==> src/rtl/secuenciador_and_or.sv <==
// Self-test sequencer for a registered 3-input AND-OR datapath.
// On a start request it walks every input vector onto the datapath bus.
// For each vector it waits out the pipeline latency and then captures the
// datapath output into a truth table. At the end it counts the bits that
// differ from the golden table and reports pass/fail.
module secuenciador_and_or #(
    parameter int                        N_IN     = 3,
    parameter int                        LATENCY  = 2,
    parameter logic [(1 << N_IN) - 1:0]  EXPECTED = 8'hF8
) (
    input  logic                      iClk,
    input  logic                      iRst_n,
    input  logic                      iStart,
    input  logic                      iSalidaDut,
    output logic [N_IN-1:0]           oA,
    output logic                      oBusy,
    output logic                      oDone,
    output logic [(1 << N_IN) - 1:0]  oTabla,
    output logic [N_IN:0]             oErrores,
    output logic                      oPass
);

    localparam int DEPTH  = 1 << N_IN;
    localparam int WAIT_W = 4;

    // Last vector of the sweep; the vector counter stops here and never wraps.
    localparam logic [N_IN-1:0]   LAST_VEC = N_IN'(DEPTH - 1);
    // The settle phase lasts LATENCY cycles, so it ends when the counter
    // has reached LATENCY-1 (LATENCY is limited to 1..15).
    localparam logic [WAIT_W-1:0] WAIT_END = WAIT_W'(LATENCY - 1);

    typedef enum logic [1:0] {
        ST_IDLE    = 2'd0,
        ST_SETTLE  = 2'd1,
        ST_CAPTURE = 2'd2,
        ST_DONE    = 2'd3
    } state_t;

    state_t             state_q, state_d;
    logic [N_IN-1:0]    vec_q, vec_d;
    logic [WAIT_W-1:0]  wait_q, wait_d;
    logic [DEPTH-1:0]   tabla_q, tabla_d;
    logic [N_IN:0]      err_q, err_d;
    logic               pass_q, pass_d;
    logic               busy_q, busy_d;
    logic               done_q, done_d;

    // Mismatch of the current sample against the golden bit for this vector.
    logic               bit_mismatch;

    assign bit_mismatch = (iSalidaDut != EXPECTED[vec_q]);

    // Next-state and next-output logic of the sweep controller.
    always_comb begin
        state_d = state_q;
        vec_d   = vec_q;
        wait_d  = wait_q;
        tabla_d = tabla_q;
        err_d   = err_q;
        pass_d  = pass_q;
        busy_d  = busy_q;
        done_d  = 1'b0;

        case (state_q)
            ST_IDLE: begin
                busy_d = 1'b0;
                if (iStart) begin
                    // A new sweep wipes the previous results.
                    state_d = ST_SETTLE;
                    vec_d   = '0;
                    wait_d  = '0;
                    tabla_d = '0;
                    err_d   = '0;
                    pass_d  = 1'b0;
                    busy_d  = 1'b1;
                end
            end

            ST_SETTLE: begin
                if (wait_q == WAIT_END) begin
                    wait_d  = '0;
                    state_d = ST_CAPTURE;
                end else begin
                    wait_d  = wait_q + WAIT_W'(1);
                end
            end

            ST_CAPTURE: begin
                tabla_d[vec_q] = iSalidaDut;
                if (bit_mismatch) begin
                    // At most DEPTH increments, which fits in N_IN+1 bits.
                    err_d = err_q + (N_IN + 1)'(1);
                end
                if (vec_q == LAST_VEC) begin
                    // The verdict uses the count including this last sample.
                    state_d = ST_DONE;
                    done_d  = 1'b1;
                    pass_d  = (err_d == '0);
                end else begin
                    vec_d   = vec_q + N_IN'(1);
                    state_d = ST_SETTLE;
                end
            end

            ST_DONE: begin
                state_d = ST_IDLE;
                busy_d  = 1'b0;
            end

            default: begin
                state_d = ST_IDLE;
                busy_d  = 1'b0;
            end
        endcase
    end

    // State register; every output comes straight from a flop.
    always_ff @(posedge iClk or negedge iRst_n) begin
        if (!iRst_n) begin
            state_q <= ST_IDLE;
            vec_q   <= '0;
            wait_q  <= '0;
            tabla_q <= '0;
            err_q   <= '0;
            pass_q  <= 1'b0;
            busy_q  <= 1'b0;
            done_q  <= 1'b0;
        end else begin
            state_q <= state_d;
            vec_q   <= vec_d;
            wait_q  <= wait_d;
            tabla_q <= tabla_d;
            err_q   <= err_d;
            pass_q  <= pass_d;
            busy_q  <= busy_d;
            done_q  <= done_d;
        end
    end

    // The vector counter doubles as the datapath input bus.
    assign oA       = vec_q;
    assign oBusy    = busy_q;
    assign oDone    = done_q;
    assign oTabla   = tabla_q;
    assign oErrores = err_q;
    assign oPass    = pass_q;

    // Results are only announced while the sweep is still flagged busy.
    a_done_busy: assert property (@(posedge iClk) disable iff (!iRst_n)
        done_q |-> busy_q);

    // The settle counter never runs past the configured latency.
    a_wait_range: assert property (@(posedge iClk) disable iff (!iRst_n)
        (state_q == ST_SETTLE) |-> (wait_q <= WAIT_END));

    // The done pulse is exactly one cycle wide.
    a_done_pulse: assert property (@(posedge iClk) disable iff (!iRst_n)
        done_q |=> !done_q);

endmodule

==> config.mk <==
export PLATFORM = sky130hd
export DESIGN_NAME = secuenciador_and_or
export DESIGN_NICKNAME = d
export VERILOG_FILES = /design/src/rtl/secuenciador_and_or.sv
export SDC_FILE = /design/constraint.sdc
export NUM_CORES = 1
export LEC_CHECK = 0
export ABC_CLOCK_PERIOD_IN_PS = 6220
export BUFFER_PORTS_ARGS = -buffer_cell sky130_fd_sc_hd__buf_2
export CORE_ASPECT_RATIO = 1.5
export CORE_MARGIN = 1.5
export CORE_UTILIZATION = 59
export DETAILED_ROUTE_END_ITERATION = 10
export PLACE_DENSITY = 0.81
export SYNTH_ARGS = -nofsm -noshare
export SYNTH_HDL_FRONTEND = slang
export SYNTH_SLANG_ARGS = --single-unit
==> constraint.sdc <==
create_clock -name iClk -period 6.22 [get_ports iClk]
set_clock_uncertainty 0.2 [all_clocks]
set_input_delay 0.311 -clock iClk [delete_from_list [all_inputs] [get_ports iClk]]
set_output_delay 0.311 -clock iClk [all_outputs]
set_load 0.01 [all_outputs]
==> flow_metrics.py, run 1 <==
metrics = {
    "sta": {
        "fmax_mhz": 435,
        "fin_tns_setup_ps": 0,
        "post-route-period-util_pct": 36.9,
        "final.min_clock_period_ps": 2300,
        "tightest_slew_ps": 663,
        "slew_headroom_pct": 55.8,
        "holdWs_ps": 120,
        "rsz0062_at_grt": "no",
        "final_hold_viol_count": 0,
        "slew_violations": 0,
        "setup_violations": 0,
        "finalWorstSetupSlack_ps": 3920,
    },
    "routing": {
        "dr_wl_met2_mm": 1.52,
        "ant_nets": 0,
        "firstDrtPassIters": 5,
        "post_drt_via_cell_ratio": 6.00,
        "top_layer_used": "met4",
        "drt-met1-wl_mm": 1.13,
        "wl_met3_microns": 95,
        "drc": 0,
        "drtIter0Drc": 49,
        "routed_wl_mm": 2.79,
        "vias": 1116,
        "wl_per_cell_microns": 15.0,
    },
    "global_routing": {
        "grt_pass1_vias": 1064,
        "grt_pass1_wl_mm": 4.26,
        "grt_max_degree": 25,
        "grt-ovfl-total": 0,
        "antenna_found_initial": 0,
        "grt_use_total_pct": 21.4,
    },
    "setup_path": {
        "cp.required_ps": 6250,
        "path_max_fanout": 15,
        "critPathKind": "reg2reg",
        "worstPathArrival_ps": 2330,
        "start_kind": "flip-flop",
        "end_kind": "flip-flop",
    },
    "power_and_ir_drop": {
        "power_per_cell_area_nw_per_um2": 383,
        "static-leakage-power_nw": 0.742,
        "ir_drop_mv": 0.226,
    },
    "layout": {
        "area_growth_pct": 11.3,
        "instances_no_fill": 186,
        "finalNetCount": 178,
        "nFillCells": 178,
        "finalCoreUtilization_pct": 69.1,
        "drive_gt1_share_pct": 19.6,
        "num_antenna_cells": 0,
    },
    "hold_path": {
        "hold_class": "in2reg",
    },
    "job": {
        "cap_violations": 0,
    },
    "synthesis": {
        "yosys-top-cells-area": "dfrtp_1 (44%), ha_1 (9.1%), o21ai_0 (5.5%)",
        "synth_async_sr_flop_share_pct": 100,
        "synthFlopType": "dfrtp_1",
        "yosysSeqAreaShare_pct": 43.8,
        "ys_ff_latch": 24,
        "synthesis.nets": 157,
        "syn-cell-area_sq_um": 1370,
        "syn_inst": 143,
        "synth.distinct_cells": 39,
        "synth_top_area_cell": "dfrtp_1",
        "yosysWarnings": 0,
        "synth_edf_count": 0,
        "post-synth-top-count-cell": "dfrtp_1",
        "synth_top_area_share_pct": 43.8,
        "avgSynthCellArea_sq_um": 9.58,
        "synth_common_cells": "dfrtp_1 (24), o21ai_0 (15), inv_1 (11)",
    },
    "clocking": {
        "cts_num_sinks": 24,
        "htree_levels": 1,
        "clock_latency_ps": 320,
        "cts_resized": 0,
        "clk_pin_slew_worst_paths_ps": 130,
        "clockRootBuffer": "clkbuf_4",
        "clock_path_buffers": 2,
        "cts-buffers-inserted": 3,
        "cts_tree": "yes",
    },
    "place": {
        "dp_hpwl_mm": 2.01,
        "gp_congestion": 0.882,
        "numPlacedInstances": 181,
        "pre_cts_ws_ps": 3930,
        "numPortBuffers": 21,
    },
    "die": {
        "ioPinCount": 22,
        "die_h_microns": 62.0,
        "dieArea_sq_um": 2630,
        "fp.coreArea_sq_um": 2210,
        "die_w_microns": 42.3,
        "rows": 21,
        "start_util_pct": 62.1,
    },
    "outcome": {
        "status": "finished, final reports clean",
    },
}
==> layer usage <==
| metal | up-vias | track usage [%] |
|---|---|---|
| li1 | 554 | - |
| met1 | 527 | 19.1 |
| met2 | 29 | 43.3 |
| met3 | 6 | 4.05 |
| met4 | 0 | 14.3 |
| met5 | - | 0 |
==> power breakdown <==
part	internal [W]	switching (W)
combinational	0.000104	0.000163
clock	0.0000358	0.0000464
sequential	0.000189	0.0000455
total	0.000329	0.000255
==> cell type report <==
type / count / area, sq um / share of cell area [%]
well taps: 23 / 28.8 / 1.89
flip-flops and latches: 24 / 601 / 39.4
multi-input cells: 101 / 699 / 45.9
repair buffers: 22 / 115 / 7.55
inverters: 12 / 45.0 / 2.95
clock buffers: 4 / 36.3 / 2.38
==> critical path, cell delays in order, from the launching register on <==
cell     delay, ps
dfrtp_1        610
ha_1           240
inv_1           50
ha_1           200
xor2_2         250
mux2_2         390
o41ai_2        270
==> final timing paths <==
| kind | start | end | slack, ps | depth (start not counted) |
|---|---|---|---|---|
| setup / recovery | oA[0]$_DFFE_PN0P_ | oPass$_DFFE_PN0P_ | 3920 | 6 |
| hold / removal | iStart | oBusy$_DFFE_PN0P_ | 120 | 3 |
| setup reg to reg | oA[0]$_DFFE_PN0P_ | oPass$_DFFE_PN0P_ | 3920 | 6 |
| hold reg to reg | oBusy$_DFFE_PN0P_ | oBusy$_DFFE_PN0P_ | 300 | 2 |
| max in group asynchronous | iRst_n | state_q[0]$_DFFE_PN0P_ | 5170 | 2 |
| min in group asynchronous | iRst_n | state_q[1]$_DFFE_PN0P_ | 300 | 2 |
==> stage by stage <==
step           area [sq um]  total power [W]
2_1_floorplan          1370         0.000435
3_3_place_gp           1480         0.000494
3_5_place_dp           1480         0.000504
4_1_cts                1530         0.000586
5_1_grt                1530         0.000633
6_report               1530         0.000584
==> registers in the layout, summed over array words and instances (netlist names) <==
name,cells
wait_q,4
state_q,2
oPass,1
oBusy,1
oTabla,8
oDone,1
oErrores,4
oA,3
==> cells by family (layout without fill, tap and decap cells) <==
kind of cell	after synthesis	count (layout)	synth area share [%]
AOI/OAI and AO/OA	50	50	24.4
xor gates and xnor gates	5	5	3.75
adders and majority gates	10	10	9.13
buffers and inverters	18	38	5.11
DFF	24	24	43.8
muxes	2	2	1.55
and+or+nand+nor	34	34	12.2
==> cell usage in the layout (no fill, tap or decap), types with 3 or more instances in the layout <==
master and count:
clkbuf_4 3, nor2_1 8, inv_1 11, o21ai_0 15
nand3_1 5, o21a_1 3, a21oi_1 4, buf_2 21
nor3_1 4, o31ai_1 5, nand2_1 8, o21ai_1 6
xor2_1 3, nand2b_1 3, a32o_1 3, dfrtp_1 24
ha_1 10
==> repair_timing <==
action | CTS | global route
buffers inserted | 0 | 0
endpoints found under the setup margin | 0 | 0
hold buffers | 1 | 0
hold endpoints to repair | 24 | 0
Note: power is estimated with default switching activity, not from simulation.
==> inputs of run 2 (changes only) <==
Settings changed: ABC_CLOCK_PERIOD_IN_PS 6220 to 2300, CORE_UTILIZATION 59 to 55, PLACE_DENSITY 0.81 to 0.76.
Clock period 6.22 ns to 2.3 ns, I/O delays scaled along.
==> flow_metrics.py, run 2 (same netlist as run 1, synthesis figures left out) <==
metrics = {
    "layout": {
        "instances_no_fill": 194,
        "area_growth_pct": 15.0,
        "largest_reg_flops": 8,
        "mostFrequentLayoutCells": "dfrtp_1 (24), buf_2 (21), o21ai_0 (15), inv_1 (11), ha_1 (10)",
        "fin_area_sq_um": 1580,
        "finalCoreUtilization_pct": 65.8,
        "drive_gt1_share_pct": 22.4,
        "num_antenna_cells": 0,
        "finalNetCount": 186,
        "nFillCells": 218,
        "final_common_cell": "dfrtp_1",
    },
    "die": {
        "start_util_pct": 57.2,
        "dieArea_sq_um": 2810,
        "fp.coreArea_sq_um": 2390,
        "rows": 22,
        "die_h_microns": 64.1,
        "die_w_microns": 43.8,
        "ioPinCount": 22,
    },
    "setup_path": {
        "worst_path_max_delay_cell": "dfrtp_1",
        "reg2reg_setup_slack_ps": 280,
        "worstPathArrival_ps": 2030,
        "worstRegToRegCells": 6,
        "critPathKind": "reg2reg",
        "worstPathCellList": "inv_1 > ha_1 > nor2b_1 > nor2_1 > a22oi_1 > o21ai_0",
        "critPathMaxStageDelay_ps": 430,
        "path_max_fanout": 9,
        "cp_top_family": "simple AND/OR/NAND/NOR gates",
        "start_kind": "flip-flop",
        "rr_startpoint": "state_q[0]$_DFFE_PN0P_",
        "r2r-end": "oA[1]$_DFFE_PN0P_",
        "crit_buf_inv": 1,
        "end_kind": "flip-flop",
        "cp.required_ps": 2310,
    },
    "place": {
        "numPortBuffers": 21,
        "placed_area_sq_um": 1530,
        "dp_hpwl_mm": 2.20,
        "numPlacedInstances": 189,
        "gp_congestion": 0.812,
    },
    "routing": {
        "routed_wl_mm": 3.00,
        "ant_nets": 0,
        "post_drt_via_cell_ratio": 6.15,
        "drc": 0,
        "wl_per_cell_microns": 15.5,
        "firstDrtPassIters": 4,
        "vias": 1194,
        "drtIter0Drc": 38,
    },
    "sta": {
        "slew_headroom_pct": 63.9,
        "post-route-period-util_pct": 88.0,
        "tightest_slew_ps": 542,
        "setup_violations": 0,
        "fmax_mhz": 494,
        "fin_tns_setup_ps": 0,
        "final_hold_viol_count": 0,
        "slew_violations": 0,
        "holdWs_ps": 14.4,
        "rsz0062_at_grt": "no",
        "final.min_clock_period_ps": 2020,
    },
    "power_and_ir_drop": {
        "switching_share_pct": 43.6,
        "pwr-share-clk_pct": 11.6,
        "intPower_w": 0.000917,
        "p_seq_share_pct": 37.0,
        "comb_power_share_pct": 51.4,
        "static-leakage-power_nw": 0.775,
        "ir_drop_mv": 0.850,
        "switchingPower_w": 0.000710,
        "power_per_cell_area_nw_per_um2": 1030,
    },
    "global_routing": {
        "grt_use_total_pct": 23.4,
        "grt_pass1_vias": 1212,
        "grt_max_degree": 25,
        "antenna_found_initial": 0,
        "grt_pass1_wl_mm": 5.07,
        "grt-ovfl-total": 0,
    },
    "clocking": {
        "cts-buffers-inserted": 3,
        "clock_path_buffers": 2,
        "cts_num_sinks": 24,
        "clockRootBuffer": "clkbuf_4",
        "cts_setup_buffers": 0,
        "cts_tree": "yes",
        "clk_pin_slew_worst_paths_ps": 120,
        "htree_levels": 1,
        "cts_hold_buf": 2,
        "cts_resized": 0,
        "clock_latency_ps": 320,
    },
    "hold_path": {
        "holdPathEnd": "oTabla[1]$_DFFE_PN0P_",
        "hold_class": "in2reg",
        "min_delay_path_depth": 3,
        "hp-start": "iSalidaDut",
    },
    "outcome": {
        "status": "finished, final reports clean",
    },
    "job": {
        "cap_violations": 0,
    },
}
-- run 2: cell type report --
cell class	instances	area [sq um]	share of cell area, %
multi-input cells	101	699	44.4
well taps	24	30.0	1.91
clock buffers	3	22.5	1.43
inverters	12	45.0	2.86
flip-flops and latches	24	601	38.1
repair buffers	30	178	11.3
-- run 2: metal layers --
metal | routed length (microns) | GRT usage, % | part of all wire (%)
met1 | 1180 | 24.9 | 39
met2 | 1660 | 44.1 | 55
met3 | 85 | 1.98 | 2.8
met4 | 73 | 10.6 | 2.4
met5 | 0 | 0 | 0
-- run 2: worst max path at each step --
stage / slack, ps / to / start / cells past startpoint
5_1_grt: 150 / oTabla[5]$_DFFE_PN0P_ / state_q[0]$_DFFE_PN0P_ / 7
3_5_place_dp: 300 / oErrores[1]$_DFFE_PN0P_ / oA[0]$_DFFE_PN0P_ / 6
4_1_cts: 270 / oPass$_DFFE_PN0P_ / oA[0]$_DFFE_PN0P_ / 7
6_report: 280 / oA[1]$_DFFE_PN0P_ / state_q[0]$_DFFE_PN0P_ / 6
3_3_place_gp: 310 / oErrores[1]$_DFFE_PN0P_ / oA[0]$_DFFE_PN0P_ / 6
2_1_floorplan: 120 / oErrores[1]$_DFFE_PN0P_ / oA[2]$_DFFE_PN0P_ / 6
-- run 2: through the flow --
stage	power, W	setup WS, ps
after global placement	0.00141	314
after CTS	0.00163	266
after floorplan	0.00118	116
after detailed placement	0.00145	296
final	0.00163	276
after global routing	0.00175	146
-- run 2: power by group through the flow --
stage          logic (W)  clock network [W]  registers [W]
6_report        0.000837           0.000188       0.000602
5_1_grt         0.000934           0.000203       0.000617
4_1_cts         0.000843           0.000186       0.000601
3_5_place_dp    0.000835                  0       0.000612
3_3_place_gp    0.000803                  0       0.000604
2_1_floorplan   0.000550                  0       0.000625
-- run 2: worst reg2reg max path, delay by kind of cell, from the launching register on --
kind                       cells  cell delay [ps]
buffers and inverters          1              130
AOI/OAI and AO/OA              2              270
and+or+nand+nor                2              490
adders and majority gates      1              400
DFF                            1              430
